$ cat config.mk
export PLATFORM = sky130hd
export DESIGN_NAME = iomem_ctrl
export DESIGN_NICKNAME = d
export VERILOG_FILES = /design/src/rtl/iomem_ctrl_pkg.sv /design/src/rtl/iomem_watchdog.sv /design/src/rtl/iomem_ctrl.sv
export SDC_FILE = /design/constraint.sdc
export NUM_CORES = 1
export LEC_CHECK = 0
export CAP_MARGIN = 20
export CORE_MARGIN = 5
export CORE_UTILIZATION = 42
export DETAILED_ROUTE_END_ITERATION = 12
export HOLD_SLACK_MARGIN = 0.1
export PLACE_DENSITY = 0.86
export SLEW_MARGIN = 20
export SYNTH_ARGS = -nofsm -noshare
export SYNTH_HDL_FRONTEND = slang
export SYNTH_HIERARCHICAL = 1
export SYNTH_SLANG_ARGS = --single-unit
$ cat constraint.sdc
create_clock -name clk -period 4.15 [get_ports clk]
set_input_delay 1.0375 -clock clk [delete_from_list [all_inputs] [get_ports clk]]
set_output_delay 1.0375 -clock clk [all_outputs]
set_load 0.02 [all_outputs]
$ cat src/rtl/iomem_ctrl_pkg.sv
// rtl/iomem_ctrl_pkg.sv - shared types and constants for the iomem peripheral-bus controller
package iomem_ctrl_pkg;

  localparam int SLOT_W = 8;

  localparam logic [15:0] ERR_UNMAPPED = 16'hBAD0;
  localparam logic [15:0] ERR_TIMEOUT  = 16'hDEAD;

  typedef enum logic [1:0] {
    IDLE,
    ACCESS,
    RESP
  } state_e;

  // Error counter sticks at all-ones instead of wrapping.
  function automatic logic [7:0] sat_inc(input logic [7:0] v);
    return (v == 8'hFF) ? v : v + 8'd1;
  endfunction

endpackage

$ cat src/rtl/iomem_watchdog.sv
// rtl/iomem_watchdog.sv - access timer that flags a stalled slave after TIMEOUT cycles
module iomem_watchdog #(
  parameter int TIMEOUT = 16
) (
  input  logic clk,
  input  logic resetn,
  input  logic clear_i,
  input  logic enable_i,
  output logic expired_o
);

  localparam logic [7:0] LAST = 8'(TIMEOUT - 1);

  logic [7:0] timer_q, timer_d;

  always_comb begin
    timer_d = timer_q;
    if (clear_i) begin
      timer_d = '0;
    end else if (enable_i) begin
      timer_d = timer_q + 8'd1;
    end
  end

  always_ff @(posedge clk) begin
    if (!resetn) begin
      timer_q <= '0;
    end else begin
      timer_q <= timer_d;
    end
  end

  assign expired_o = (timer_q == LAST);

endmodule

$ cat src/rtl/iomem_ctrl.sv
// rtl/iomem_ctrl.sv - decodes the iomem window into slots and sequences one slave access at a time
module iomem_ctrl
  import iomem_ctrl_pkg::*;
#(
  parameter int          NSLOTS  = 4,
  parameter logic [15:0] BASE    = 16'h0300,
  parameter int          TIMEOUT = 16
) (
  input  logic                   clk,
  input  logic                   resetn,
  input  logic                   iomem_valid,
  output logic                   iomem_ready,
  input  logic [3:0]             iomem_wstrb,
  input  logic [31:0]            iomem_addr,
  input  logic [31:0]            iomem_wdata,
  output logic [31:0]            iomem_rdata,
  output logic [NSLOTS-1:0]      s_sel,
  output logic [7:0]             s_addr,
  output logic [3:0]             s_wstrb,
  output logic [31:0]            s_wdata,
  input  logic [32*NSLOTS-1:0]   s_rdata,
  input  logic [NSLOTS-1:0]      s_ready,
  output logic [7:0]             err_count,
  output logic [7:0]             err_slot
);

  state_e              state_q, state_d;
  logic [NSLOTS-1:0]   sel_q, sel_d;
  logic [7:0]          addr_q, addr_d;
  logic [3:0]          wstrb_q, wstrb_d;
  logic [31:0]         wdata_q, wdata_d;
  logic [31:0]         rdata_q, rdata_d;
  logic [SLOT_W-1:0]   slot_q, slot_d;
  logic [7:0]          err_count_q, err_count_d;
  logic [7:0]          err_slot_q, err_slot_d;
  logic                wd_clear, wd_enable, wd_expired;
  logic [SLOT_W-1:0]   req_slot;
  logic [31:0]         sel_rdata;

  assign req_slot = iomem_addr[15:8];

  iomem_watchdog #(.TIMEOUT(TIMEOUT)) u_watchdog (
    .clk      (clk),
    .resetn   (resetn),
    .clear_i  (wd_clear),
    .enable_i (wd_enable),
    .expired_o(wd_expired)
  );

  // sel_q is one-hot, so at most one slice is picked.
  always_comb begin
    sel_rdata = '0;
    for (int i = 0; i < NSLOTS; i++) begin
      if (sel_q[i]) sel_rdata = s_rdata[32*i +: 32];
    end
  end

  always_comb begin
    state_d     = state_q;
    sel_d       = sel_q;
    addr_d      = addr_q;
    wstrb_d     = wstrb_q;
    wdata_d     = wdata_q;
    rdata_d     = rdata_q;
    slot_d      = slot_q;
    err_count_d = err_count_q;
    err_slot_d  = err_slot_q;
    wd_clear    = 1'b0;
    wd_enable   = 1'b0;
    unique case (state_q)
      IDLE: begin
        if (iomem_valid && !iomem_ready && iomem_addr[31:16] == BASE) begin
          addr_d  = iomem_addr[7:0];
          wstrb_d = iomem_wstrb;
          wdata_d = iomem_wdata;
          slot_d  = req_slot;
          if (int'(req_slot) < NSLOTS) begin
            for (int i = 0; i < NSLOTS; i++) sel_d[i] = (req_slot == SLOT_W'(i));
            wd_clear = 1'b1;
            state_d  = ACCESS;
          end else begin
            rdata_d     = {ERR_UNMAPPED, 8'h00, req_slot};
            err_count_d = sat_inc(err_count_q);
            err_slot_d  = req_slot;
            state_d     = RESP;
          end
        end
      end
      ACCESS: begin
        if (|(s_ready & sel_q)) begin
          rdata_d = sel_rdata;
          sel_d   = '0;
          state_d = RESP;
        end else if (wd_expired) begin
          rdata_d     = {ERR_TIMEOUT, 8'h00, slot_q};
          err_count_d = sat_inc(err_count_q);
          err_slot_d  = slot_q;
          sel_d       = '0;
          state_d     = RESP;
        end else begin
          wd_enable = 1'b1;
        end
      end
      RESP:    state_d = IDLE;
      default: state_d = IDLE;
    endcase
  end

  always_ff @(posedge clk) begin
    if (!resetn) begin
      state_q     <= IDLE;
      sel_q       <= '0;
      addr_q      <= '0;
      wstrb_q     <= '0;
      wdata_q     <= '0;
      rdata_q     <= '0;
      slot_q      <= '0;
      err_count_q <= '0;
      err_slot_q  <= '0;
    end else begin
      state_q     <= state_d;
      sel_q       <= sel_d;
      addr_q      <= addr_d;
      wstrb_q     <= wstrb_d;
      wdata_q     <= wdata_d;
      rdata_q     <= rdata_d;
      slot_q      <= slot_d;
      err_count_q <= err_count_d;
      err_slot_q  <= err_slot_d;
    end
  end

  assign iomem_ready = (state_q == RESP);
  assign iomem_rdata = rdata_q;
  assign s_sel       = sel_q;
  assign s_addr      = addr_q;
  assign s_wstrb     = wstrb_q;
  assign s_wdata     = wdata_q;
  assign err_count   = err_count_q;
  assign err_slot    = err_slot_q;

endmodule
==> reports/qor.tcl <==
set qor(run_status) {finished clean}
set qor(hold_viol) 0
set qor(initial_util) 0.4273
set qor(tightest_slew_ps) 1076
set qor(place.gp.congestion) 0.9016
set qor(synth_area_leader_cell) {sky130_fd_sc_hd__dfxtp_1}
set qor(drt_iter0_drc) 477
set qor(worstPathBufferInverterCount) 1
set qor(power_leakage_nw) 3.233
set qor(num_rows) 41
set qor(start_kind) {flip-flop}
set qor(cts.repair_timing.setup_buffer_count) 0
set qor(ir_drop_mv) 0.2842
set qor(portion_of_synthesized_cell_area_occupied_by_the_leading_cell_type) 0.4232
set qor(post_synth_mux_area_share) 0.01485
set qor(grt_pass1_vias) 6078
set qor(grt.total_usage) 0.2734
set qor(critPathTopFamily) {buffers and inverters}
set qor(antenna_found_initial) 1
set qor(yosys-top-cells-area) {sky130_fd_sc_hd__dfxtp_1 42%, sky130_fd_sc_hd__nand2_1 11%, sky130_fd_sc_hd__a21oi_1 6.9%, sky130_fd_sc_hd__a221oi_1 5.4%, sky130_fd_sc_hd__clkbuf_1 3.2%}
set qor(worstSkewPairLatency_ps) 410
set qor(clkTransAtPathRegs_ps) 50
set qor(synth-main-ff-cell) {sky130_fd_sc_hd__dfxtp_1}
set qor(core_area_um2) 12620
set qor(slew_violations) 0
set qor(final.fill_count) 972
set qor(tritoncts_num_sinks) 114
set qor(via_per_inst) 5.510
set qor(cts_inserted_buffers) 17
set qor(congestion_overflow_gr) 0
set qor(complex_gate_fraction_of_the_synthesized_area) 0.2691
set qor(synth_async_sr_flop_share) 0
set qor(layout.area.seq_um2) 2285
set qor(final.period_utilization) 0.6881
set qor(ys_ff_latch) 114
set qor(post_synth_and_or_nand_nor_area_fraction) 0.2290
set qor(routed_wl_um) 21430
set qor(drcViolationCount) 0
set qor(timing.critical_path.arrival_ps) 1820
set qor(top_level_ports) 300
set qor(pin_count_of_the_biggest_net_entering_global_routing) 72
set qor(synth_top_family_by_area) {compound AO/OA/AOI/OAI gates}
set qor(dr.pass1.iters) 5
set qor(post_cts_resized) 0
set qor(routed_wire_length_per_instance_um) 18.96
set qor(cts_max_level) 4
set qor(clock-root-buffer) {sky130_fd_sc_hd__clkbuf_16}
set qor(post-synth-top-count-cell) {sky130_fd_sc_hd__nand2_1}
set qor(die_width_um) 123.3
set qor(mappedNetlistNets) 874
set qor(worstPathRequired_ps) 3110
set qor(syn_area_per_cell_um2) 8.061
set qor(areaGrowthSynthToFinish_pct) 69.26
set qor(antenna_violating_nets_post_route) 0
set qor(crit_path_top_delay_cell) {sky130_fd_sc_hd__clkdlybuf4s50_1}
set qor(synth_seq_area_share) 0.4232
set qor(post_synth_num_cell_types) 51
set qor(cts_max_path_buffers) 2
set qor(mappedNetlistArea_um2) 5393
set qor(total_power_mw) 2.921
set qor(synth.yosys.warnings) 6
set qor(totalNegativeSetupSlack_ps) 0
set qor(yosys-top-cells-count) {163 x sky130_fd_sc_hd__nand2_1, 114 x sky130_fd_sc_hd__dfxtp_1, 74 x sky130_fd_sc_hd__a21oi_1, 46 x sky130_fd_sc_hd__clkbuf_1, 33 x sky130_fd_sc_hd__a221oi_1}
set qor(portBuffers) 299
set qor(share_of_synthesized_cell_area_in_full_adder_half_adder_and_majority_cells) 0.004640
set qor(grt_pass1_wl_um) 31870
set qor(worstPathCellList) {clkdlybuf4s50_1}
set qor(category_of_the_worst_setup_path_capture_point) {output port}
set qor(fin_skew_ps) 6.462
set qor(max_cap_violations) 0
set qor(hold_class) {flip-flop to flip-flop}
set qor(tritoncts) {done}
set qor(finish.net_count) 1149
set qor(number_of_synthesized_flops_with_an_enable_pin) 0
set qor(final_count_of_negative_setup_slack_endpoints) 0
set qor(critical-path-max-stage-delay_ps) 730
set qor(multi_input_area_um2) 2836
set qor(drive_gt1_frac) 0.06479
set qor(power-per-cell-area_nw_per_um2) 320.0
set qor(crit_path_max_fanout) 31
set qor(fmax_ghz) 0.3502
set qor(worstSetupPathType) {flip-flop to output port}
set qor(cts.hold.buffers_added) 0
set qor(synthXorXnorAreaFrac) 0.006497
set qor(design.die.area_um2) 15210
set qor(synthCells) 669
set qor(routed-via-count) 6226
set qor(timing.max_slew.rel_slack) 0.2795
set qor(dp_hpwl_um) 15880
set qor(fp.dieH_um) 123.3
set qor(rsz0062_at_grt) {no}
set qor(layout_min_cycle_time_ps) 2855
==> tightest hold or removal path, cell delays in order (launching register included) <==
cell and delay (ps):
sky130_fd_sc_hd__dfxtp_1 300, sky130_fd_sc_hd__nand2_1 50, sky130_fd_sc_hd__a21oi_1 50
==> path summary, 6_finish.rpt <==
path                                       from                      endpoint  slack, ps  depth (start not counted)
min reg2reg              s_addr[3]$_SDFFE_PN0P_        s_addr[3]$_SDFFE_PN0P_        450                          2
min                      s_addr[3]$_SDFFE_PN0P_        s_addr[3]$_SDFFE_PN0P_        450                          2
max                       s_sel[3]$_SDFFE_PN0P_                      s_sel[3]       1290                          1
max reg2reg  u_watchdog/timer_q[0]$_SDFFE_PP0P_  iomem_rdata[13]$_SDFFE_PN0P_       1420                          8
==> through the flow <==
step | hold WS (ps) | setup slack [ps] | area [um^2] | instances | utilization
after floorplan | 432.1 | 1554 | 5393 | 669 | -
after global placement | 436.6 | 912.8 | 8479 | 1097 | 0.6719
after detailed placement | 442.8 | 853.4 | 8479 | 1097 | 0.6719
after CTS | 450.8 | 1277 | 9125 | 1129 | 0.7231
after global routing | 467.3 | 1193 | 9128 | 1130 | 0.7233
final | 448.9 | 1295 | 9128 | 1130 | 0.7233
==> cell type report <==
cell class	count	share of cell area
antenna	1	0.0002742
clock buffer	21	0.05154
clock inverter	11	0.01919
inverter	14	0.005757
multi-input combinational	485	0.3108
sequential	114	0.2503
tap	172	0.02358
timing repair buffer	312	0.3386
==> cells by family after synthesis <==
family | count (synthesis)
fa+ha+maj | 2
compound gates | 209
xor+xnor | 4
mux | 8
simple gates | 262
flops | 114
buf+inv | 70
==> cell usage in the layout, fill, tap and decap left out, drive strengths merged, types with 10 or more instances in the layout <==
cell type        n
dfxtp          114
clkdlybuf4s50  299
o31ai           17
buf             13
nor2            12
o21ai           17
nand2b          11
nand2          163
nor3            13
nor4            13
nor2b           18
clkbuf          21
a221oi          33
inv             15
a21oi           74
o22ai           10
a22o            10
==> power breakdown <==
part / switching (mW) / total (mW) / internal, mW / leakage, nW
registers: 0.00000413 / 1.09 / 1.09 / 0.919
clock network: 0.533 / 1.59 / 1.06 / 0.310
logic: 0.0624 / 0.236 / 0.174 / 2.00
total: 0.595 / 2.92 / 2.33 / 3.23
==> registers in the layout, indices dropped and copies added (netlist names), 4 cells and up <==
name and count:
iomem_rdata 32, s_wdata 32, err_count 8, err_slot 8, s_addr 8, slot_q 8
u_watchdog/timer_q 8, s_sel 4, s_wstrb 4
==> metal layers <==
layer / vias up / wire length, um / global-route usage
met3: 46 / 2513 / 0.1208
met1: 2885 / 8015 / 0.2961
li1: 2986 / - / -
met4: 0 / 637 / 0.1121
met2: 309 / 10260 / 0.4659
met5: - / 0 / 0
Note: power is estimated with default switching activity, not from simulation.
